## src/rtl/envelope_mixer_if.sv

```systemverilog
// Control/audio bundle between the sequencer/synth side and envelope_mixer.
// Signal names match the original flat ports so existing hookups map one-to-one.
interface envelope_mixer_if #(
    parameter int NCH = 4
);
    logic [NCH-1:0]   wave_in;
    logic [NCH-1:0]   key_on;
    logic [4*NCH-1:0] decay_rate;
    logic             mute;
    logic             buzzerout;

    modport master (
        output wave_in,
        output key_on,
        output decay_rate,
        output mute,
        input  buzzerout
    );

    modport slave (
        input  wave_in,
        input  key_on,
        input  decay_rate,
        input  mute,
        output buzzerout
    );
endinterface

```

## src/rtl/envelope_mixer.sv

```systemverilog
// Per-channel decaying envelopes, weighted mix of channel waveouts, and a
// first-order sigma-delta modulator producing the 1-bit buzzer output.
module envelope_mixer #(
    parameter int NCH     = 4,
    parameter int ENV_W   = 16,
    parameter int ENV_DIV = 50000
) (
    input  logic              baseclk,
    input  logic              asyncrst_n,
    envelope_mixer_if.slave   mix
);
    localparam int SUM_W = 4 + $clog2(NCH);
    localparam int ACC_W = SUM_W + 1;
    localparam logic [ACC_W-1:0] FS = ACC_W'(15 * NCH);

    logic [ENV_W-1:0] tick_q, tick_d;
    logic             env_tick;
    logic [3:0]       env_q [NCH];
    logic [3:0]       env_d [NCH];
    logic [3:0]       dc_q  [NCH];
    logic [3:0]       dc_d  [NCH];
    logic [3:0]       rate  [NCH];
    logic [SUM_W-1:0] sum_q, sum_d;
    logic [ACC_W-1:0] acc_q, acc_d, acc_t;
    logic             buzz_q, buzz_d;

    always_comb begin
        env_tick = (tick_q == ENV_W'(ENV_DIV - 1));
        tick_d   = env_tick ? '0 : tick_q + 1'b1;
    end

    // key_on beats a coincident tick; the decay counter is not advanced then.
    always_comb begin
        for (int unsigned i = 0; i < NCH; i++) begin
            rate[i]  = mix.decay_rate[4*i +: 4];
            env_d[i] = env_q[i];
            dc_d[i]  = dc_q[i];
            if (mix.key_on[i]) begin
                env_d[i] = 4'd15;
                dc_d[i]  = '0;
            end else if (env_tick && (rate[i] != '0)) begin
                if (dc_q[i] == rate[i] - 4'd1) begin
                    dc_d[i] = '0;
                    if (env_q[i] != '0) begin
                        env_d[i] = env_q[i] - 4'd1;
                    end
                end else begin
                    dc_d[i] = dc_q[i] + 4'd1;
                end
            end
        end
    end

    // Mix uses the envelopes as registered before this cycle's update.
    always_comb begin
        sum_d = '0;
        for (int unsigned i = 0; i < NCH; i++) begin
            if (mix.wave_in[i]) begin
                sum_d = sum_d + SUM_W'(env_q[i]);
            end
        end
        if (mix.mute) begin
            sum_d = '0;
        end
    end

    // acc stays below FS, so acc + sum never exceeds ACC_W bits.
    always_comb begin
        acc_t = acc_q + ACC_W'(sum_q);
        if (acc_t >= FS) begin
            acc_d  = acc_t - FS;
            buzz_d = 1'b1;
        end else begin
            acc_d  = acc_t;
            buzz_d = 1'b0;
        end
    end

    always_ff @(posedge baseclk or negedge asyncrst_n) begin
        if (!asyncrst_n) begin
            tick_q <= '0;
            sum_q  <= '0;
            acc_q  <= '0;
            buzz_q <= 1'b0;
            for (int unsigned i = 0; i < NCH; i++) begin
                env_q[i] <= '0;
                dc_q[i]  <= '0;
            end
        end else begin
            tick_q <= tick_d;
            sum_q  <= sum_d;
            acc_q  <= acc_d;
            buzz_q <= buzz_d;
            for (int unsigned i = 0; i < NCH; i++) begin
                env_q[i] <= env_d[i];
                dc_q[i]  <= dc_d[i];
            end
        end
    end

    assign mix.buzzerout = buzz_q;

endmodule

```

## src/flat_wrapper.sv

```systemverilog
// flat-port wrapper written by rule: the top's interface ports become plain ports
module envelope_mixer_flat 
#(
    parameter int NCH     = 4,
    parameter int ENV_W   = 16,
    parameter int ENV_DIV = 50000
)
  (baseclk, asyncrst_n, mix_wave_in, mix_key_on, mix_decay_rate, mix_mute, mix_buzzerout);
  envelope_mixer_if #(.NCH(NCH)) mix_i ();
  input  logic baseclk;
  input  logic asyncrst_n;
  input wire logic [$bits(mix_i.wave_in)-1:0] mix_wave_in;
  input wire logic [$bits(mix_i.key_on)-1:0] mix_key_on;
  input wire logic [$bits(mix_i.decay_rate)-1:0] mix_decay_rate;
  input wire logic [$bits(mix_i.mute)-1:0] mix_mute;
  output wire logic [$bits(mix_i.buzzerout)-1:0] mix_buzzerout;
  assign mix_i.wave_in = mix_wave_in;
  assign mix_i.key_on = mix_key_on;
  assign mix_i.decay_rate = mix_decay_rate;
  assign mix_i.mute = mix_mute;
  assign mix_buzzerout = mix_i.buzzerout;
  envelope_mixer #(.NCH(NCH), .ENV_W(ENV_W), .ENV_DIV(ENV_DIV)) u_core (.baseclk(baseclk), .asyncrst_n(asyncrst_n), .mix(mix_i));
endmodule
```

## config.mk

```make
export PLATFORM = sky130hd
export DESIGN_NAME = envelope_mixer_flat
export DESIGN_NICKNAME = d
export VERILOG_FILES = /design/src/rtl/envelope_mixer_if.sv /design/src/rtl/envelope_mixer.sv /design/src/flat_wrapper.sv
export SDC_FILE = /design/constraint.sdc
export NUM_CORES = 1
export LEC_CHECK = 0
export BUFFER_PORTS_ARGS = -buffer_cell sky130_fd_sc_hd__buf_2
export CAP_MARGIN = 10
export CELL_PAD_IN_SITES_DETAIL_PLACEMENT = 2
export CELL_PAD_IN_SITES_GLOBAL_PLACEMENT = 2
export CORE_MARGIN = 3
export CORE_UTILIZATION = 42
export DETAILED_ROUTE_END_ITERATION = 16
export GPL_ROUTABILITY_DRIVEN = 1
export HOLD_SLACK_MARGIN = 0.08
export PLACE_DENSITY = 0.95
export SETUP_SLACK_MARGIN = 0.4
export SYNTH_ARGS = -nofsm -noshare
export SYNTH_HDL_FRONTEND = slang
export SYNTH_SLANG_ARGS = --single-unit
```

## constraint.sdc

```tcl
create_clock -name baseclk -period 10 [get_ports baseclk]
set_input_delay 1.5 -clock baseclk [delete_from_list [all_inputs] [get_ports baseclk]]
set_output_delay 1.5 -clock baseclk [all_outputs]
set_load 0.005 [all_outputs]
```

Word level (Yosys, flattened, before mapping)
Cells that the tools add are included.
{ "op_classes": {"magnitude_cmp": 1, "add_sub_neg": 18, "muxes": 36, "n_eq_ne": 5, "reduce_logical": 28} }
{ "op_table": {"columns": ["cell", "count"], "rows": [
  ["$mux W4", 29],
  ["$reduce_bool A4 Y1", 8],
  ["$sub A4 B1 Y4 const B", 8],
  ["$mux W6", 4],
  ["$reduce_bool A2 Y1", 12],
  ["$add A16 B1 Y16 const B", 1],
  ["$add A4 B1 Y4 const B", 4],
  ["$eq A16 B16 Y1 const B", 1],
  ["$eq A4 B4 Y1", 4],
  ["$mux W16", 1],
  ["$add A6 B4 Y6", 2],
  ["$reduce_and A3 Y1", 4],
  ["$add A7 B6 Y7", 1],
  ["$ge A7 B6 Y1 const B", 1],
  ["$mux W7", 1],
  ["$sub A7 B6 Y7 const B", 1],
  ["$add A4 B4 Y5", 1],
  ["$logic_and A1 B1 Y1", 4],
  ["$mux W1", 1]
]} }
{ "word_totals": {"wordCells": 100, "out_inout_bits": 1, "input_bits": 27, "regBits": 62} }

Longest topological paths before layout
{ "depth": {"ltp_word": 8, "ltp_mapped": 17, "depth_no_buf": 17} }

Least setup slack after synthesis
No wires, ideal clock.
{ "synth_path": {"path_type": "input-to-reg", "from": "in mix_wave_in[0]", "to": "reg u_core.sum_q[5]", "path_buffers": 0, "path_slack_ns": 5.469, "required_time_ns": 9.923, "setup_ns": 0.077, "stages": 17, "t_arrival_ns": 4.453, "path_cell_list": "and2_1 -> ha_1 -> inv_1 -> fa_1 -> mux2i_1 -> inv_1 -> fa_1 -> nand2_1 -> o21ai_0 -> inv_1 -> ha_1 -> a21o_1 -> a21oi_1 -> nor2b_1 -> o21ai_0 -> or3_1 -> a21oi_1"} }
{ "synth_via": {"elab_chain_len": 8} }
{ "synth_lines": {"columns": ["element", "line", "text"], "rows": [
  ["start: declaration", "flat_wrapper.sv:12", "input wire logic [$bits(mix_i.wave_in)-1:0] mix_wave_in;"],
  ["$mux W4 *", "envelope_mixer.sv:58", "if (mix.wave_in[i]) begin"],
  ["$add A4 B4 Y5", "envelope_mixer.sv:59", "sum_d = sum_d + SUM_W'(env_q[i]);"],
  ["$mux W6 *", "envelope_mixer.sv:58", null],
  ["$add A6 B4 Y6", "envelope_mixer.sv:59", null],
  ["$mux W6 *", "envelope_mixer.sv:58", null],
  ["$add A6 B4 Y6", "envelope_mixer.sv:59", null],
  ["$mux W6 *", "envelope_mixer.sv:58", null],
  ["$mux W6 *", "envelope_mixer.sv:62", "if (mix.mute) begin"],
  ["named net u_core.sum_d[5]", "envelope_mixer.sv:23", "logic [SUM_W-1:0] sum_q, sum_d;"],
  ["end signal: assignment", "envelope_mixer.sv:91", "sum_q <= sum_d;"],
  ["end: declaration", "envelope_mixer.sv:23", null]
]} }
The timed path passes the listed nets; every way through them passes the cells marked *.
A chain may end at the register's enable or synchronous reset.

Final worst setup path
Same ends and word-level chain as after synthesis.

==> run metrics <==
status complete, no violations; Top FF cell, synth dfrtp_1; worst r2r path cells 17; Cell variety after synth 57; die area 11650 sq um; crit share post-route 0.5169; slew margin rel. 0.3613; HPWL Detailed roughly 10000 microns; global-route wire length before repair 24250 microns; Reg2Reg Setup Slack approximately 5600 ps; CP arrival about 5500 ps; fin util 0.4893; Worst Tran Pin Value 951.6 ps; Initial DRC Count approximately 160; Cell Area, Synth around 4400 sq um; Leak around 2.3 nW; Core Region 9955 sq um; fin crit period 5169 ps; n_diodes 0; Die W 107.9 microns; clk sinks between 60 and 70; final wirelength about 15000 microns; warnings from Yosys 0; WHS Path Cells 1; Overall Power between 0.0009 and 0.001 W; CTS tree done; worst-skew pair later-pin latency between 300 and 400 ps; final hold vios 0; H-tree levels 3; Post-CTS Setup Bufs 0; register area share after synthesis 0.3556; GRT Total Usage 0.2750; CTS-repair resized insts 0; worst hold path type reg2reg; initial antenna violation count 0; number of synthesized flops with an enable pin 0; Clock Pin Slew Worst Setup and Hold Paths approximately 80 ps; Final setup viols 0; CTS Buf Count 9; row count 36; critical path type in2reg; Root Buffer clkbuf_8; drt first pass iters 4; Hold Path Sink u_core.tick_q[0]; CP startpoint kind input port; CP Max Fanout 4; synthesized flop and latch total 62; grt ovf 0; R2R Path Start u_core.env_q[12]; Syn Inst Count approximately 480; Routed Antenna Nets 0; syn_nets ~550; Max Slew Vio Count 0; fraction of layout cells with a size suffix above 1 0.1126; post-route cell area 4871 sq um; Area Growth Syn to Fin 11.64%; WL/cell about 23 microns; Initial Utilization 0.4383; top-area cell type share of the netlist area 0.3556; clk buf depth 2; post-DR vias/cell between 5 and 6; clk_skew ~17 ps; cell taking the most area after synthesis dfrtp_1; boundary pin count 28; Die Y-Extent 107.9 microns; largest net degree at the start of global routing 63; via count 3736; most common cell after layout, fill and taps aside dfrtp_1; fin cells 648; maximum vdd ir drop ~0.08 mV; commonest cells after routing, fill and taps aside dfrtp_1 (62), nor2_1 (47), inv_1 (43); unrepaired setup endpoints after global routing false; port bufs 27; Synth Area per Inst roughly 9 sq um; number of global-route vias before repair 4343; CP Capture Type register; Post-DP Area 4657 sq um; Req. time, crit path ~10000 ps; placed cells ~630; global placement routability congestion between 0.8 and 0.9; largest cells by area after synthesis dfrtp_1 (36%), ha_1 (11%), xnor2_1 (6.8%); final net count 580; Post-synth ARST share 1.000; f_max between 150 and 200 MHz; pwr dens just over 200 nW/um^2; max cap viols 0; hold path start u_core.tick_q[0]; DR DRC count 0; Reg-to-Reg End u_core.sum_q[5]; total negative setup slack 0 ps; hold_buf cts 0
[cells in the mapped netlist, types with 2 or more instances]
library cell / number
dfrtp_1: 62
nor2_1: 47
inv_1: 43
ha_1: 39
xnor2_1: 34
nand2_1: 28
a21oi_1: 22
xor2_1: 21
o21ai_0: 20
nor3_1: 18
nand3_1: 15
nor2b_1: 10
a21o_1: 9
nand4_1: 8
clkbuf_1: 7
mux2i_1: 7
nand2b_1: 7
mux2_2: 6
or3_1: 6
nand3b_1: 5
a211oi_1: 4
and2_1: 4
fa_1: 4
nor4_1: 4
o21a_1: 4
nor3b_1: 3
or3b_2: 3
a211o_1: 2
a22o_1: 2
a31oi_1: 2
a41oi_1: 2
maj3_1: 2
o2111ai_1: 2
or4b_1: 2
[worst max-delay path by stage]
stage / startpoint / endpoint / slack [ps] / depth (start not counted)
3_5_place_dp: mix_wave_in[0] / u_core.sum_q[5] / 4850 / 18
2_1_floorplan: mix_wave_in[0] / u_core.sum_q[5] / 5470 / 17
4_1_cts: mix_wave_in[0] / u_core.sum_q[5] / 4880 / 18
5_1_grt: mix_wave_in[0] / u_core.sum_q[5] / 4590 / 18
6_report: mix_wave_in[0] / u_core.sum_q[5] / 4830 / 18
3_3_place_gp: mix_wave_in[0] / u_core.sum_q[5] / 5170 / 18
[cell type report]
cell class | count | area [sq um]
fillers | 1071 | 5084
multi-input cells | 364 | 2620
flip-flops and latches | 62 | 1551
well taps | 133 | 166.4
inverters | 43 | 161.4
repair buffers | 30 | 157.7
clock buffers | 10 | 127.6
clock inverters | 6 | 86.33
[worst max-delay path: stages]
cell and delay, ps:
buf_2 120, and2_1 150, ha_1 210, inv_1 80, fa_1 410, mux2i_1 280, inv_1 120, fa_1 570
nand2_1 70, o21ai_0 220, inv_1 150, ha_1 350, a21o_1 190, a21oi_1 260, nor2b_1 100, o21ai_0 280
o21ai_0 190, a21oi_1 190
[sequential cells by signal, indices dropped and copies added, names as in the netlist]
name	cells
u_core.acc_q	7
u_core.dc_q	16
u_core.env_q	16
u_core.mix.buzzerout	1
u_core.sum_q	6
u_core.tick_q	16
[kinds of logic after synthesis]
logic type,synth area share
AND/OR/NAND/NOR,0.2056
AO/OA/AOI/OAI,0.1182
flip-flops,0.3556
XOR/XNOR,0.1104
buffers and inverters,0.04388
adder cells (fa/ha/maj),0.1348
multiplexers,0.03155
[metal layers]
metal | up-vias | global-route usage | routed length, microns
met5 | - | 0 | 0
met4 | 0 | 0.1118 | 506
met3 | 34 | 0.04139 | 319
met2 | 66 | 0.5142 | 8247
met1 | 1916 | 0.3104 | 6031
li1 | 1720 | - | -
[power breakdown]
part           switching [W]  total, W  internal, W
Sequential         0.0000188  0.000299     0.000280
Clock               0.000113  0.000253     0.000140
Combinational       0.000269  0.000445     0.000176
Total               0.000401  0.000997     0.000596
[stage by stage]
step	worst slack [ps]	hold WS, ps
global placement	5165	473.0
detailed placement	4854	500.2
floorplan	5469	454.7
CTS	4880	510.4
global route	4590	525.8
finish	4831	502.9
Note: power is estimated with default switching activity, not from simulation.
